===== src/rtl/line_track_controller.sv =====
// Line-follow steering sequencer: takes per-frame centroid results, runs the
// acquire/track/coast/lost state machine and drives slew-limited motor PWM.
module line_track_controller #(
    parameter int MAX_W       = 640,
    parameter int KP_SHIFT    = 2,
    parameter int BASE_SPEED  = 160,
    parameter int SLEW_STEP   = 8,
    parameter int ACQ_FRAMES  = 3,
    parameter int LOST_FRAMES = 8
) (
    input  logic               clk,
    input  logic               reset_n,
    input  logic               enable,
    input  logic               frame_valid,
    output logic               frame_ready,
    input  logic [15:0]        frame_width,
    input  logic [15:0]        frame_cx,
    input  logic               frame_detected,
    output logic [2:0]         state,
    output logic signed [15:0] steer,
    output logic [7:0]         duty_l,
    output logic [7:0]         duty_r,
    output logic               pwm_l,
    output logic               pwm_r,
    output logic               lost_alarm
);

    typedef enum logic [2:0] {
        IDLE    = 3'd0,
        ACQUIRE = 3'd1,
        TRACK   = 3'd2,
        COAST   = 3'd3,
        LOST    = 3'd4
    } state_t;

    localparam logic signed [15:0] BASE_S      = 16'(BASE_SPEED);
    localparam logic signed [15:0] NEG_BASE_S  = -BASE_S;
    localparam logic signed [15:0] SLEW_S      = 16'(SLEW_STEP);
    localparam logic signed [16:0] SLEW_17     = 17'(SLEW_STEP);
    localparam logic signed [16:0] NEG_SLEW_17 = -SLEW_17;
    localparam logic signed [16:0] SPD_TRACK   = 17'(BASE_SPEED);
    localparam logic signed [16:0] SPD_COAST   = 17'(BASE_SPEED >> 1);
    localparam logic [7:0]         ACQ_LAST    = 8'(ACQ_FRAMES - 1);
    localparam logic [7:0]         MISS_LAST   = 8'(LOST_FRAMES - 1);

    state_t             cur_state;
    logic               accept;
    logic               s1_valid;
    logic               s1_detected;
    logic signed [15:0] s1_err;
    logic [15:0]        eff_width;
    logic [15:0]        half_width;
    logic signed [16:0] raw_err;
    logic signed [15:0] sat_err;
    logic signed [15:0] shifted;
    logic signed [15:0] target;
    logic signed [16:0] steer_ext;
    logic signed [16:0] steer_diff;
    logic signed [15:0] slewed;
    logic signed [16:0] slewed_ext;
    logic [7:0]         acq_cnt;
    logic [7:0]         miss_cnt;
    logic [7:0]         pwm_cnt;
    logic [7:0]         shadow_l;
    logic [7:0]         shadow_r;

    function automatic logic [7:0] clamp_duty(input logic signed [16:0] sum);
        if (sum < 17'sd0)
            return 8'd0;
        else if (sum > 17'sd255)
            return 8'd255;
        else
            return 8'(sum);
    endfunction

    assign state  = cur_state;
    assign accept = frame_valid && frame_ready;

    assign eff_width  = (frame_width == 16'd0) ? 16'(MAX_W) : frame_width;
    assign half_width = eff_width >> 1;
    assign raw_err    = $signed({1'b0, frame_cx}) - $signed({1'b0, half_width});
    assign sat_err    = (raw_err > 17'sd32767)  ? 16'sh7FFF :
                        (raw_err < -17'sd32768) ? 16'sh8000 : 16'(raw_err);

    // Proportional target, clamped to the base speed, then slew-limited
    assign shifted    = s1_err >>> KP_SHIFT;
    assign target     = (shifted > BASE_S)     ? BASE_S :
                        (shifted < NEG_BASE_S) ? NEG_BASE_S : shifted;
    assign steer_ext  = 17'(steer);
    assign steer_diff = 17'(target) - steer_ext;
    assign slewed     = (steer_diff > SLEW_17)     ? steer + SLEW_S :
                        (steer_diff < NEG_SLEW_17) ? steer - SLEW_S : target;
    assign slewed_ext = 17'(slewed);

    // Stage 1 capture; ready stays low while a frame occupies either stage
    always_ff @(posedge clk or negedge reset_n) begin
        if (!reset_n) begin
            frame_ready <= 1'b0;
            s1_valid    <= 1'b0;
            s1_detected <= 1'b0;
            s1_err      <= '0;
        end else begin
            frame_ready <= !(accept || s1_valid);
            s1_valid    <= accept;
            if (accept) begin
                s1_detected <= frame_detected;
                s1_err      <= sat_err;
            end
        end
    end

    always_ff @(posedge clk or negedge reset_n) begin
        if (!reset_n) begin
            cur_state  <= IDLE;
            steer      <= '0;
            acq_cnt    <= '0;
            miss_cnt   <= '0;
            duty_l     <= '0;
            duty_r     <= '0;
            lost_alarm <= 1'b0;
        end else if (!enable) begin
            cur_state  <= IDLE;
            steer      <= '0;
            acq_cnt    <= '0;
            miss_cnt   <= '0;
            duty_l     <= '0;
            duty_r     <= '0;
            lost_alarm <= 1'b0;
        end else if (cur_state == IDLE) begin
            cur_state <= ACQUIRE;
            acq_cnt   <= '0;
        end else if (s1_valid) begin
            case (cur_state)
                ACQUIRE: begin
                    if (!s1_detected) begin
                        acq_cnt <= '0;
                    end else if (acq_cnt == ACQ_LAST) begin
                        cur_state <= TRACK;
                        acq_cnt   <= '0;
                        duty_l    <= clamp_duty(SPD_TRACK + steer_ext);
                        duty_r    <= clamp_duty(SPD_TRACK - steer_ext);
                    end else begin
                        acq_cnt <= acq_cnt + 8'd1;
                    end
                end
                TRACK: begin
                    if (s1_detected) begin
                        steer  <= slewed;
                        duty_l <= clamp_duty(SPD_TRACK + slewed_ext);
                        duty_r <= clamp_duty(SPD_TRACK - slewed_ext);
                    end else begin
                        cur_state <= COAST;
                        miss_cnt  <= 8'd1;
                        duty_l    <= clamp_duty(SPD_COAST + steer_ext);
                        duty_r    <= clamp_duty(SPD_COAST - steer_ext);
                    end
                end
                COAST: begin
                    if (s1_detected) begin
                        cur_state <= TRACK;
                        miss_cnt  <= '0;
                        steer     <= slewed;
                        duty_l    <= clamp_duty(SPD_TRACK + slewed_ext);
                        duty_r    <= clamp_duty(SPD_TRACK - slewed_ext);
                    end else if (miss_cnt == MISS_LAST) begin
                        cur_state  <= LOST;
                        miss_cnt   <= '0;
                        duty_l     <= '0;
                        duty_r     <= '0;
                        lost_alarm <= 1'b1;
                    end else begin
                        miss_cnt <= miss_cnt + 8'd1;
                    end
                end
                LOST: begin
                    if (s1_detected) begin
                        cur_state  <= ACQUIRE;
                        acq_cnt    <= 8'd1;
                        steer      <= '0;
                        lost_alarm <= 1'b0;
                    end
                end
                default: begin
                    cur_state <= IDLE;
                end
            endcase
        end
    end

    // Shadows reload only at the period end so a duty change never truncates a pulse
    always_ff @(posedge clk or negedge reset_n) begin
        if (!reset_n) begin
            pwm_cnt  <= '0;
            shadow_l <= '0;
            shadow_r <= '0;
            pwm_l    <= 1'b0;
            pwm_r    <= 1'b0;
        end else begin
            pwm_cnt <= pwm_cnt + 8'd1;
            if (pwm_cnt == 8'd255) begin
                shadow_l <= duty_l;
                shadow_r <= duty_r;
            end
            pwm_l <= (pwm_cnt < shadow_l);
            pwm_r <= (pwm_cnt < shadow_r);
        end
    end

endmodule


===== config.mk =====
export PLATFORM = sky130hd
export DESIGN_NAME = line_track_controller
export DESIGN_NICKNAME = d
export VERILOG_FILES = /design/src/rtl/line_track_controller.sv
export SDC_FILE = /design/constraint.sdc
export NUM_CORES = 1
export LEC_CHECK = 0
export BUFFER_PORTS_ARGS = -buffer_cell sky130_fd_sc_hd__buf_2
export CAP_MARGIN = 0
export CORE_MARGIN = 3
export CORE_UTILIZATION = 62
export CTS_BUF_LIST = sky130_fd_sc_hd__clkbuf_8 sky130_fd_sc_hd__clkbuf_16
export DETAILED_ROUTE_END_ITERATION = 10
export PLACE_DENSITY = 0.82
export SETUP_SLACK_MARGIN = 0.05
export SLEW_MARGIN = 20
export SYNTH_ARGS = -nofsm -noshare
export SYNTH_HDL_FRONTEND = slang
export SYNTH_SLANG_ARGS = --single-unit

===== constraint.sdc =====
create_clock -name clk -period 10.9 [get_ports clk]
set_input_delay 2.725 -clock clk [delete_from_list [all_inputs] [get_ports clk]]
set_output_delay 2.725 -clock clk [all_outputs]
set_load 0.03 [all_outputs]

==> results_dict.tcl <==
set metrics [dict create \
    max_cap_viol_count 0 \
    cts_resized 0 \
    start_util 0.637 \
    relSlewSlack 0.322 \
    yosys_warnings 0 \
    timing.rr.start "s1_err[15]$_DFFE_PN0P_" \
    grt_pass1_wl_um 47200 \
    final_common_cell "o21ai_0" \
    fp.dieArea_um2 17200 \
    worst_setup_path_end_kind "flop" \
    vdd_drop_max_uv 115 \
    powerDensity_nw_per_um2 214 \
    startpoint "s1_err[15]$_DFFE_PN0P_" \
    finalNetCount 1425 \
    cts_tree "built" \
    fill_cells 1310 \
    r2r-end "duty_r[5]$_DFFE_PN0P_" \
    synth_cells 1293 \
    start_kind "flop" \
    synth_cell_types 89 \
    routed_wl_um 28700 \
    min_path_type "flop to flop" \
    clk_pin_slew_worst_paths_ns 0.07 \
    fmax_mhz 117 \
    finalClockSkew_ns 0.0110 \
    slew_viol_final 0 \
    worst_slew_pin_slew_ns 1.01 \
    most-common-layout-cells "o21ai_0 (151), nand2_1 (121), nor2_1 (110), dfrtp_1 (95), a21oi_1 (85)" \
    post_cts_buffers 0 \
    antenna_cells 0 \
    r2r_slack_ns 2.35 \
    antenna_found_initial 1 \
    cp_max_fo 19 \
    clockRootBuffer "clkbuf_16" \
    wl_per_cell_um 18.7 \
    syn_avg_cell_area_um2 7.51 \
    finalHoldViolations 0 \
    drtIter0Drc 1132 \
    min_period_over_period 0.785 \
    grt_start_max_net_pins 79 \
    required_ns 11.14 \
    num_rows 45 \
    htree_levels 3 \
    ios 76 \
    gr-usage-all-layers 0.327 \
    tns_ns 0 \
    grt_pass1_vias 9330 \
    clkLatencyLatePin_ns 0.35 \
    die_w_um 131 \
    port_buffers 75 \
    dp_hpwl_um 21900 \
    cts.sinks 95 \
    yosysSeqAreaShare 0.245 \
    endpoint "duty_r[5]$_DFFE_PN0P_" \
    vias 10221 \
    die_h_um 131 \
    p_leak_nw 4.54 \
    cts_buffers 9 \
    grt_overflow_total 0 \
    fin_crit_ns 8.55 \
    outcome "completed" \
    place_congestion 1.06 \
    power_w 0.00223 \
    drt_pass1_iterations 5 \
    rsz0062_at_grt "no" \
    synth_enable_flop_cells 0 \
    core_area_um2 15300 \
    drc 0 \
    worstPathArrival_ns 8.79 \
    synth-seq-cells 95 \
    ant_nets 0 \
    cts.path.max_buffers 2 \
    cts_hold_buf 0 \
    synth_async_sr_flop_share 1.00 \
    viasPerCell 6.67 \
    area_growth_pct 7.45 \
    ys.flop_type "dfrtp_1" \
    syn_nets 1401 \
    syn_area_um2 9710 \
    critPathKind "flop to flop" \
    setup_violations 0 \
    drive_gt1_frac 0.105 \
    r2r_cells 26 \
]
[report_power, final]
part | switching (W) | internal, W
Sequential | 0.0000779 | 0.000398
Combinational | 0.000929 | 0.000480
Clock | 0.000145 | 0.000205
[final cells by class]
type	instances	area, um2	area share
multi-input cells	1045	6740	0.645
flip-flops and latches	95	2380	0.228
repair buffers	78	400	0.0384
inverters	88	330	0.0317
well taps	211	264	0.0253
clock buffers	9	225	0.0216
clock inverters	7	104	0.00995
[logic make-up after synthesis]
kind of cell,Yosys count,synth area share
flops,95,0.245
xor+xnor,58,0.0523
fa+ha+maj,71,0.0922
simple gates,471,0.246
buf+inv,153,0.0627
compound gates,432,0.287
mux,13,0.0146
[stage by stage]
step | setup WS [ns] | hold slack [ns] | instance area [um2] | utilization | cells
2_1_floorplan | 3.39 | 0.446 | 9710 | - | 1293
3_3_place_gp | 2.77 | 0.463 | 10100 | 0.662 | 1517
3_5_place_dp | 2.46 | 0.475 | 10100 | 0.662 | 1517
4_1_cts | 2.44 | 0.487 | 10400 | 0.684 | 1533
5_1_grt | 1.43 | 0.512 | 10400 | 0.684 | 1533
6_report | 2.35 | 0.494 | 10400 | 0.684 | 1533
[how the worst min path moves through the flow]
stage                                    endpoint  slack, ns  cells past startpoint                    start
after detailed placement  miss_cnt[7]$_DFFE_PN0P_       0.47                      1  miss_cnt[7]$_DFFE_PN0P_
after floorplan           miss_cnt[7]$_DFFE_PN0P_       0.45                      1  miss_cnt[7]$_DFFE_PN0P_
after global routing      miss_cnt[7]$_DFFE_PN0P_       0.51                      1  miss_cnt[7]$_DFFE_PN0P_
final                     miss_cnt[7]$_DFFE_PN0P_       0.49                      1  miss_cnt[7]$_DFFE_PN0P_
after global placement    miss_cnt[7]$_DFFE_PN0P_       0.46                      1  miss_cnt[7]$_DFFE_PN0P_
after CTS                 miss_cnt[7]$_DFFE_PN0P_       0.49                      1  miss_cnt[7]$_DFFE_PN0P_
[worst max-delay path, cell delays in order, from the launching register on]
cell and delay [ns]:
dfrtp_1 0.52, nand4_1 0.11, or3_1 0.38, ha_1 0.48, nor3_2 0.57, nand2b_1 0.20, ha_1 0.49, and2_1 0.19
nand4_1 0.09, o21ai_0 0.51, a41oi_1 0.34, a211oi_2 0.39, nand4_1 0.12, nor4_1 0.50, nand3_1 0.30, and2_1 0.42
a21oi_1 0.48, ha_1 0.25, inv_1 0.06, a211oi_1 0.24, or2_1 0.21, a211oi_2 0.10, o21ai_0 0.28, and3_1 0.21
o31ai_1 0.12, or4_1 0.54, a221o_1 0.33
[flip-flops by register name, summed over array words and instances (netlist names)]
name         count
pwm_l            1
state            3
steer           16
acq_cnt          8
pwm_r            1
duty_r           8
frame_ready      1
shadow_r         8
miss_cnt         8
shadow_l         8
duty_l           8
pwm_cnt          8
s1_valid         1
s1_err          14
s1_detected      1
lost_alarm       1
[routing by layer]
metal / global-route usage / wire length [um] / up-vias
li1: - / - / 4779
met1: 0.441 / 11700 / 4719
met2: 0.521 / 12800 / 609
met3: 0.0578 / 2820 / 112
met4: 0.136 / 1350 / 2
met5: 0 / 13 / -
[synthesized netlist by cell type, types with 18 or more instances]
cell / instances / area [um2]
o21ai_0: 151 / 756
nand2_1: 121 / 454
nor2_1: 111 / 417
dfrtp_1: 95 / 2380
a21oi_1: 85 / 425
inv_1: 81 / 304
ha_1: 70 / 876
clkbuf_1: 53 / 199
xnor2_1: 50 / 438
nand3_1: 46 / 230
nor3_1: 30 / 150
and3_1: 29 / 181
nor4_1: 21 / 131
nand4_1: 18 / 113
(Power assumes the default switching activity.)
